==> src/rtl/snitch_perf_counters.sv <==
// snitch_perf_counters: per-core event counters behind a valid/ready register port
//
// Parameters
//   NrCores    : cores whose event strobes are observed
//   NrCounters : independent counters (1..8)
//   CntWidth   : counter width in bits (1..64)
// Ports
//   clk_i, rst_ni             : clock, synchronous active-low reset
//   core_events_i             : per-core event strobes, bit e = event index e
//                               (0 retired_acc, 1 retired_i, 2 retired_load, 3 retired_instr,
//                                4 issue_core_to_fpu, 5 issue_fpu_seq, 6 issue_fpu)
//   req_valid_i / req_ready_o : request handshake
//   req_write_i, req_addr_i, req_wdata_i : request payload
//   rsp_valid_o / rsp_ready_i : response handshake, rsp_rdata_o read data
//   ovf_irq_o                 : overflow interrupt
// Register map: counter k has CTRL at 2k, VALUE at 2k+1.
//   CTRL: [0] enable, [3:1] event, [15:8] hart, [16] sticky overflow, [17] irq enable
// Build option: define SNITCH_PERF_OVF_IRQ_EN to enable the overflow interrupt and CTRL[17].
module snitch_perf_counters #(
    parameter int unsigned NrCores    = 8,
    parameter int unsigned NrCounters = 4,
    parameter int unsigned CntWidth   = 48
) (
    input  logic                      clk_i,
    input  logic                      rst_ni,
    input  logic [NrCores-1:0][6:0]   core_events_i,
    input  logic                      req_valid_i,
    output logic                      req_ready_o,
    input  logic                      req_write_i,
    input  logic [3:0]                req_addr_i,
    input  logic [63:0]               req_wdata_i,
    output logic                      rsp_valid_o,
    input  logic                      rsp_ready_i,
    output logic [63:0]               rsp_rdata_o,
    output logic                      ovf_irq_o
);
    logic [NrCores-1:0][6:0]      ev_q;
    logic [CntWidth-1:0]          cnt_q [NrCounters];
    logic [NrCounters-1:0]        en_q, ovf_q, ie_q;
    logic [NrCounters-1:0][2:0]   evt_q;
    logic [NrCounters-1:0][7:0]   hart_q;
    logic [NrCounters-1:0]        hit, wr_ctrl, wr_val, wrap;
    logic [63:0]                  rd_data;
    logic [7:0]                   sel;
    logic                         acc;

    assign req_ready_o = !rsp_valid_o;
    assign acc         = req_valid_i && req_ready_o;

    always_comb begin
        hit     = '0;
        wr_ctrl = '0;
        wr_val  = '0;
        wrap    = '0;
        rd_data = '0;
        sel     = '0;
        for (int k = 0; k < NrCounters; k++) begin
            // Hart indices with no matching core leave sel at 0; bit 7 is always 0 so event 7 never counts.
            sel = '0;
            for (int c = 0; c < NrCores; c++)
                if (hart_q[k] == 8'(c)) sel = {1'b0, ev_q[c]};
            hit[k]     = en_q[k] && sel[evt_q[k]];
            wr_ctrl[k] = acc && req_write_i && req_addr_i == 4'(2*k);
            wr_val[k]  = acc && req_write_i && req_addr_i == 4'(2*k+1);
            // A VALUE write overrides the increment, so it cannot wrap either.
            wrap[k]    = hit[k] && !wr_val[k] && (&cnt_q[k]);
            if (req_addr_i == 4'(2*k))
                rd_data = {46'd0, ie_q[k], ovf_q[k], hart_q[k], 4'd0, evt_q[k], en_q[k]};
            if (req_addr_i == 4'(2*k+1))
                rd_data = 64'(cnt_q[k]);
        end
    end

    always_ff @(posedge clk_i) begin
        if (!rst_ni) begin
            ev_q        <= '0;
            en_q        <= '0;
            ovf_q       <= '0;
            evt_q       <= '0;
            hart_q      <= '0;
            rsp_valid_o <= 1'b0;
            rsp_rdata_o <= '0;
            for (int k = 0; k < NrCounters; k++) cnt_q[k] <= '0;
        end else begin
            ev_q <= core_events_i;
            for (int k = 0; k < NrCounters; k++) begin
                cnt_q[k] <= wr_val[k] ? req_wdata_i[CntWidth-1:0] : cnt_q[k] + CntWidth'(hit[k]);
                // Sticky: set on wrap (wins over a clear), cleared only by a CTRL write with bit16=0.
                ovf_q[k] <= wrap[k] || (ovf_q[k] && !(wr_ctrl[k] && !req_wdata_i[16]));
                if (wr_ctrl[k]) begin
                    en_q[k]   <= req_wdata_i[0];
                    evt_q[k]  <= req_wdata_i[3:1];
                    hart_q[k] <= req_wdata_i[15:8];
                end
            end
            if (acc) begin
                rsp_valid_o <= 1'b1;
                rsp_rdata_o <= req_write_i ? 64'd0 : rd_data;
            end else if (rsp_ready_i) begin
                rsp_valid_o <= 1'b0;
            end
        end
    end

`ifdef SNITCH_PERF_OVF_IRQ_EN
    always_ff @(posedge clk_i) begin
        if (!rst_ni) begin
            ie_q      <= '0;
            ovf_irq_o <= 1'b0;
        end else begin
            for (int k = 0; k < NrCounters; k++)
                if (wr_ctrl[k]) ie_q[k] <= req_wdata_i[17];
            ovf_irq_o <= |(ovf_q & ie_q);
        end
    end
`else
    assign ie_q      = '0;
    assign ovf_irq_o = 1'b0;
`endif
endmodule

==> config.mk <==
export PLATFORM = sky130hd
export DESIGN_NAME = snitch_perf_counters
export DESIGN_NICKNAME = d
export VERILOG_FILES = /design/src/rtl/snitch_perf_counters.sv
export SDC_FILE = /design/constraint.sdc
export NUM_CORES = 1
export LEC_CHECK = 0
export BUFFER_PORTS_ARGS = -buffer_cell sky130_fd_sc_hd__buf_2
export CELL_PAD_IN_SITES_DETAIL_PLACEMENT = 1
export CELL_PAD_IN_SITES_GLOBAL_PLACEMENT = 1
export CORE_UTILIZATION = 45
export DETAILED_ROUTE_END_ITERATION = 10
export PLACE_DENSITY_LB_ADDON = 0.3
export SYNTH_ARGS = -nofsm -noshare
export SYNTH_HDL_FRONTEND = slang
export SYNTH_SLANG_ARGS = --single-unit
==> constraint.sdc <==
create_clock -name clk_i -period 9.4 [get_ports clk_i]
set_input_delay 0.47 -clock clk_i [delete_from_list [all_inputs] [get_ports clk_i]]
set_output_delay 0.47 -clock clk_i [all_outputs]
set_load 0.05 [all_outputs]
==> results of run 1 <==
final cells by class:
cell class                      instances  area (um2)  area share [%]
Tap cell                              532         666            3.15
Clock inverter                          9         124           0.587
Multi-Input combinational cell       1719       11000            52.3
Inverter                               28         110           0.521
Clock buffer                           61        1220            5.78
Timing Repair Buffer                  182         963            4.56
Sequential cell                       349        6990            33.1
registers in the layout, summed over array words and instances (netlist names):
register	count
hart_q	32
ev_q	56
cnt_q	192
en_q	4
evt_q	12
rsp_rdata_o	48
rsp_valid_o	1
ovf_q	4
report_power, final:
| part | switching [uW] | internal (uW) |
|---|---|---|
| clock network | 646 | 975 |
| logic | 145 | 68.0 |
| registers | 33.0 | 1500 |
path summary, 6_finish.rpt:
path | from | to | depth (start not counted)
setup / recovery | hart_q[17] | cnt_q[2][36] | 13
hold / removal | core_events_i[45] | ev_q[45] | 2
setup reg to reg | hart_q[17] | cnt_q[2][36] | 13
hold reg to reg | hart_q[4] | hart_q[4] | 2
per-stage QoR:
stage	setup slack (ns)	instances
5_1_grt	4.25	2880
3_3_place_gp	4.66	2810
4_1_cts	4.54	2880
2_1_floorplan	5.86	2295
6_report	4.39	2880
3_5_place_dp	4.56	2810
worst max-delay path, cell delays in order, from the launching register on:
cell	delay, ns
dfxtp_1	0.90
nor3_1	0.11
or4b_1	0.57
a221oi_2	0.29
o31ai_1	0.24
nor2_1	0.18
ha_1	0.21
ha_1	0.24
inv_1	0.08
nor2_1	0.32
nand4_1	0.81
nor4_1	0.59
xnor2_1	0.18
a21oi_1	0.09
kinds of logic after synthesis:
logic type,synth area share (%)
flops,37.0
xor+xnor,8.45
buf+inv,5.01
simple gates,21.7
compound gates,19.8
other cells,0.0199
fa+ha+maj,0.531
mux,7.40
layer usage:
metal	GRT usage, %	routed length (um)	up-vias
li1	-	-	8284
met1	43.1	30100	9034
met2	52.3	32100	675
met3	5.38	5210	149
met4	11.4	2150	0
met5	0	0	-
cell usage in the layout (no fill, tap or decap), types with 18 or more instances in the layout:
| master | n |
|---|---|
| a211oi_1 | 84 |
| a21oi_1 | 172 |
| a22oi_1 | 105 |
| and2_1 | 71 |
| and3_1 | 39 |
| buf_2 | 161 |
| buf_4 | 21 |
| clkbuf_16 | 41 |
| dfxtp_1 | 349 |
| inv_1 | 25 |
| mux2i_1 | 63 |
| mux4_2 | 27 |
| nand2_1 | 223 |
| nand3_1 | 74 |
| nand4_1 | 65 |
| nor2_1 | 195 |
| nor3_1 | 36 |
| o21ai_0 | 120 |
| o21ai_1 | 18 |
| xnor2_1 | 68 |
| xor2_1 | 114 |
==> flow_results.org, run 1 <==
** Detailed routing
- Detailed routing inserted a total of 18100 vias.
- Wire length per cell :: 24.1 um
- Detailed router's first-iteration violation count :: 1598
- Using the TritonRoute via totals, the vias-per-cell ratio works out to 6.30.
- Total iterations of the first detailed-routing run :: 10
- Drt total wl :: 69500 um
- Antenna Violating Nets Remaining :: 0
- After detailed routing, the number of remaining DRC violations is 6.

** CTS
- In this run the deepest clock path goes through 3 buffers.
- H-tree Lvls :: 2
- Clock tree from TritonCTS :: built
- Clock latency on the worst-skew pair, taken at its later pin, is 0.56 ns.
- Number of instances resized during post-cts repair :: 0
- After clock tree synthesis, the setup repair step added 0 buffers.
- Clock-pin slew was measured on the worst setup and hold paths at 0.06 ns.
- For this design, the sink count on the clock tree is 349.
- Counting the buffers created by CTS gives 41.
- CTS hold repair buffers :: 0
- CTS Root Buffer Type :: clkbuf_16

** Global routing
- Combined global-route utilization of all metal layers :: 32.2%
- Number of antenna violations at the first check in global routing :: 1
- After global routing the overflow that remains totals 0.
- The first global-routing pass estimated 105000 um of wire.
- The via count of the first global-routing pass came to 17900.
- Entering global routing, the biggest net connects 126 pins.

** Finish
- Layout fillers :: 4997
- After routing the design area is 21100 um2.
- Count of nets after finishing :: 2458
- The repair_antennas step left the layout with diodes totalling 0.
- Share of cells above drive strength 1 :: 13.3%
- From synthesis to final layout, the design area changed by 11.9%.
- Share of the core filled with cells :: 51.4%

** Floorplan
- The die is 207 um tall.
- Initial Util :: 45.9%
- Row generation in the floorplan step produced 74 rows.
- Die Area :: 42700 um2
- The core region is 41100 um2.
- Width of the die :: 207 um
- 196 I/O pins were placed.

** Run status
- The checks that failed: design-rule violations.
- The flow ran to the end, but the final reports show violations.

** STA
- The final critical path takes up 53.3% of the cycle.
- Slew @ Worst Pin :: 1.23 ns
- Worst Clk Skew :: 0.0190 ns
- Crit path time final :: 5.01 ns
- The number of failing hold endpoints at the final stage came to 0.
- Setup TNS :: 0 ns
- Static timing analysis puts the maximum clock frequency at 0.199 GHz.
- Final-layout worst hold slack :: 0.121 ns
- Count of pins over their slew limit :: 0
- RSZ-0062 raised after global routing :: false
- Final Setup Violations :: 0
- Worst relative slew slack :: 18.0%

** Logic synthesis
- In this run, synthesis inferred 0 flip-flops with an integrated enable.
- Cell types occupying the most area after synthesis :: dfxtp_1 (37%), xor2_1 (5.3%), a21oi_1 (4.6%)
- Synthesis produced 2279 cells.
- Netlist Area Pre-Place :: 18900 um2
- Async S/R FF share, synth :: 0%
- Of the synthesized area, sequential elements account for 37.0%.
- Flip-flop and latch count after synthesis :: 349
- A synthesized cell averages 8.28 um2.
- Synth Warn # :: 0
- Counting instances in the post-synthesis netlist gives the leading cell types as dfxtp_1 (349), nand2_1 (227), nor2_1 (197).
- Among all flip-flop cells after synthesis, the most frequent one is dfxtp_1.
- In this run the biggest area consumer among cell types represents 37.0% of the synthesized area.
- Synth unique cells :: 79
- The biggest area contributor in the post-synthesis netlist is dfxtp_1.
- In the post-synthesis netlist, the cell with the most instances is dfxtp_1.

** Worst setup path
- The critical path is of the flip-flop to flip-flop type.
- CP startpoint kind :: flip-flop
- Type of element capturing the critical path :: flip-flop
- Crit-path max FO :: 18
- Required time at the endpoint of the critical path :: 9.78 ns
- Worst reg2reg setup slack :: 4.39 ns
- WP data arrival :: 5.40 ns

** Power and ir drop
- The analysis attributes to cell leakage a power of 0.00746 uW.
- VDD sags by at most 0.117 mV.
- Power after layout :: 3370 uW
- For this design the ratio of total power to cell area is 160 nW/um2.

** Place
- Input and output buffers added on the ports amount to 162.
- The wire-length estimate of the detail-placed layout is 47600 um.
- Weighted congestion reported at the end of routability-driven placement :: 0.918
- Cell area reported after detailed placement :: 19800 um2

** Worst hold path
- The worst hold path belongs to the class input port to flip-flop.

** Job
- Max-capacitance violation count :: 0
Note: power is estimated with default switching activity, not from simulation.
==> inputs of run 2 (changes only) <==
--- a/config.mk
+++ b/config.mk
@@ -8,7 +8,7 @@
 export BUFFER_PORTS_ARGS = -buffer_cell sky130_fd_sc_hd__buf_2
 export CELL_PAD_IN_SITES_DETAIL_PLACEMENT = 1
 export CELL_PAD_IN_SITES_GLOBAL_PLACEMENT = 1
-export CORE_UTILIZATION = 45
+export CORE_UTILIZATION = 41
 export DETAILED_ROUTE_END_ITERATION = 10
 export PLACE_DENSITY_LB_ADDON = 0.3
 export SYNTH_ARGS = -nofsm -noshare
==> constraint.sdc (replaced) <==
create_clock -name clk_i -period 4.5 [get_ports clk_i]
set_input_delay 0.225 -clock clk_i [delete_from_list [all_inputs] [get_ports clk_i]]
set_output_delay 0.225 -clock clk_i [all_outputs]
set_load 0.05 [all_outputs]
==> run 2 against run 1 <==
Net effect: the flow now finishes without violations; sequential cell count unchanged; cell count up 6.5%; hold slack lost 0.11 ns; design area increased by 5.5%; critical endpoint is now cnt_q[2][34]; critical path depth increased by 2; count of clock-buffer cells in the layout is 1 higher; die area increased by 9.7%.
==> flow_results.org, run 2 (same netlist as run 1, synthesis figures left out) <==
** Run status
- Status :: completed

** Worst setup path
- WP data arrival :: 4.66 ns (-0.74 ns)
- Critical path class :: flip-flop to flip-flop
- The signal on the critical path passes through or3_4 -> or4b_4 -> nor4_1 -> a211o_1 -> a31oi_1 -> nor2_1 -> ha_1 -> ha_1 -> inv_1 -> nor2_1 -> nand4_1 -> buf_4 -> nor4_1 -> xnor2_1 -> a21oi_1.
- Required time at the endpoint of the critical path :: 4.91 ns (-4.87 ns)
- Crit-path max FO :: 9 (-9)
- The largest stage delay on the critical path came to 0.51 ns (-0.39 ns).
- CP startpoint kind :: flip-flop
- Slowest-stage cell, CP :: or4b_4
- STA classifies the critical path endpoint as a flip-flop.

** Finish
- The post-route standard cell area excluding fillers is 22300 um2 (+5.5%).
- The antenna diode count came to 0 (unchanged).
- The layout filler cell count is 5407 (+8.2%).
- The share of post-route cells with drive strength above 1 was 14.2% (+0.90 points).
- Largest registers ranked by flip-flop count :: cnt_q: 192 flops, ev_q: 56 flops, rsp_rdata_o: 48 flops
- Count of nets after finishing :: 2574 (+4.7%)
- The post-route non-filler standard cell count was 3067 (+6.5%).
- The share of the core filled with cells in the final layout is 49.1% (-2.3 points).
- Most common cell after layout, fill and taps aside :: dfxtp_1
- Counting flops per register, the top entry is cnt_q.
- Area growth syn-to-layout :: 18.1%
- Max FFs per register :: 192 (unchanged)
- Leading cell types in the layout, fill and taps excluded :: dfxtp_1 (348), nand2_1 (223), nor2_1 (194)

** Detailed routing
- Antenna Violating Nets Remaining :: 0 (unchanged)
- The number of DRC violations after detailed routing is 0 (-6).
- Overall via count from detail_route :: 18600 (+2.7%)
- The number of detailed-route iterations in the first pass came to 5 (-5).
- Detailed router's first-iteration violation count :: 1516 (-5.1%)
- Wire length per cell :: 24.0 um (-0.64%)
- Drt total wl :: 73600 um (+5.8%)
- The number of vias per cell was 6.08 (-3.5%).

** STA
- The remaining max-slew budget at the tightest pin is 30.5% (+13 points).
- The count of final max-slew check failures was 0 (unchanged).
- The transition time at the pin with the least slew margin was 1.04 ns (-0.194 ns).
- Final Setup Violations :: 0 (unchanged)
- The shortest clock period the worst path allows after layout is 4.25 ns (-0.769 ns).
- RSZ-0062 raised after global routing :: false
- Portion of the clock cycle consumed by the worst path in the final layout :: 94.3% (+41 points)
- Worst Clk Skew :: 0.0175 ns (-0.00148 ns)
- Post-layout worst setup margin :: 0.254 ns (-4.13 ns)
- The number of failing hold endpoints at the final stage is 0 (unchanged).
- The final total negative setup slack is 0 ns (unchanged).
- The upper clock frequency limit is 0.236 GHz (+18%).

** Place
- The instance area at placement was 20100 um2 (+1.9%).
- Number of buffers added on ports :: 162 (unchanged)
- The global placer's final weighted congestion came to 0.933 (+1.7%).
- Post-DP HPWL :: 50600 um (+6.5%)
- The worst setup slack before clock tree synthesis was 0.222 ns (-4.34 ns).
- The number of placed instances with taps included came to 2915 (+3.7%).

** Power and ir drop
- Ratio of total power to cell area :: 320 nW/um2 (+100%)
- Static leakage power :: 0.00796 uW (+6.7%)
- The peak ir drop on the vdd network was 0.326 mV (+180%).

** Floorplan
- Count of pins on the block boundary :: 196 (unchanged)
- The overall die width was 216 um (+4.7%).
- Vert. Die Dim :: 216 um (+4.7%)
- Initial Util :: 41.6% (-4.3 points)
- The number of cell rows came to 78 (+5.4%).
- The die area came to 46900 um2 (+9.7%).
- Core Footprint :: 45400 um2 (+10%)

** Global routing
- Overflow left after global routing :: 0 (unchanged)
- The maximum number of pins on one net before global-route repair came to 96 (-24%).
- Combined global-route utilization of all metal layers :: 31.0% (-1.2 points)
- The via count of the first global-routing pass came to 18700 (+4.3%).
- Wire length of the first global-routing pass :: 113000 um (+6.9%)
- The initial antenna violation count was 0 (-1).

** CTS
- The number of CTS-inserted buffers came to 41 (unchanged).
- CTS sink cnt :: 349 (unchanged)
- The post-CTS setup buffer count was 0 (unchanged).
- Number of buffers on the longest clock path :: 3 (unchanged)
- The H-tree depth was 2 (unchanged).
- CTS Root Buffer Type :: clkbuf_16
- Later-pin clock latency in the skew report :: 0.57 ns (about the same)
- Worst-path clk slew :: 0.06 ns (about the same)
- TritonCTS built the clock tree.

** Job
- The max-cap violation count came to 0 (unchanged).

** Worst hold path
- The min-delay analysis places its worst path in the category input port to flip-flop.
run 2: worst paths after layout:
| path | from | endpoint | slack, ns | depth (start not counted) |
|---|---|---|---|---|
| worst min register to register | hart_q[5] | hart_q[5] | 0.48 | 2 |
| worst min-delay path | req_wdata_i[30] | cnt_q[0][30] | 0.02 | 3 |
| worst max register to register | hart_q[23] | cnt_q[2][34] | 0.25 | 15 |
| worst max-delay path | hart_q[23] | cnt_q[2][34] | 0.25 | 15 |
run 2: through the flow:
| step | hold WS [ns] | power, uW |
|---|---|---|
| after global placement | 0.432 | 3710 |
| after CTS | 0.0000698 | 7150 |
| after floorplan | 0.352 | 3530 |
| final | 0.0156 | 7120 |
| after global routing | 0.00664 | 7330 |
| after detailed placement | 0.435 | 3720 |
run 2: repair_timing:
action	CTS	global route
gates resized for setup	0	2
endpoints found under the hold margin	88	0
endpoints found under the setup margin	0	12
hold buffers	79	0
run 2: where the power goes:
part           leakage (uW)  total [uW]  internal [uW]  switching [uW]
registers           0.00283        3210           3140            71.2
logic               0.00446         515            191             324
clock network      0.000663        3400           2020            1370
total               0.00796        7120           5350            1770
run 2: routing by layer:
| metal | share of wire (%) | up-vias | GRT usage (%) |
|---|---|---|---|
| li1 | - | 8520 | - |
| met1 | 44 | 9330 | 42.2 |
| met2 | 46 | 647 | 50.8 |
| met3 | 6.6 | 142 | 3.64 |
| met4 | 2.9 | 0 | 10.3 |
| met5 | 0 | - | 0 |
run 2: area by class of cell:
cell class,count,area [um2],area share [%]
repair buffers,298,2040,9.18
well taps,600,751,3.37
flip-flops and latches,349,6990,31.4
inverters,28,110,0.494
multi-input cells,1719,11000,49.6
clock buffers,62,1210,5.42
clock inverters,11,138,0.618
run 2: critical path, delay by kind of cell (launching register included):
family / cells / cell delay [ns]
and+or+nand+nor: 7 / 2.31
adders and majority gates: 2 / 0.50
DFF: 1 / 0.43
buffers and inverters: 2 / 0.36
AOI/OAI and AO/OA: 3 / 0.33
xor gates and xnor gates: 1 / 0.17
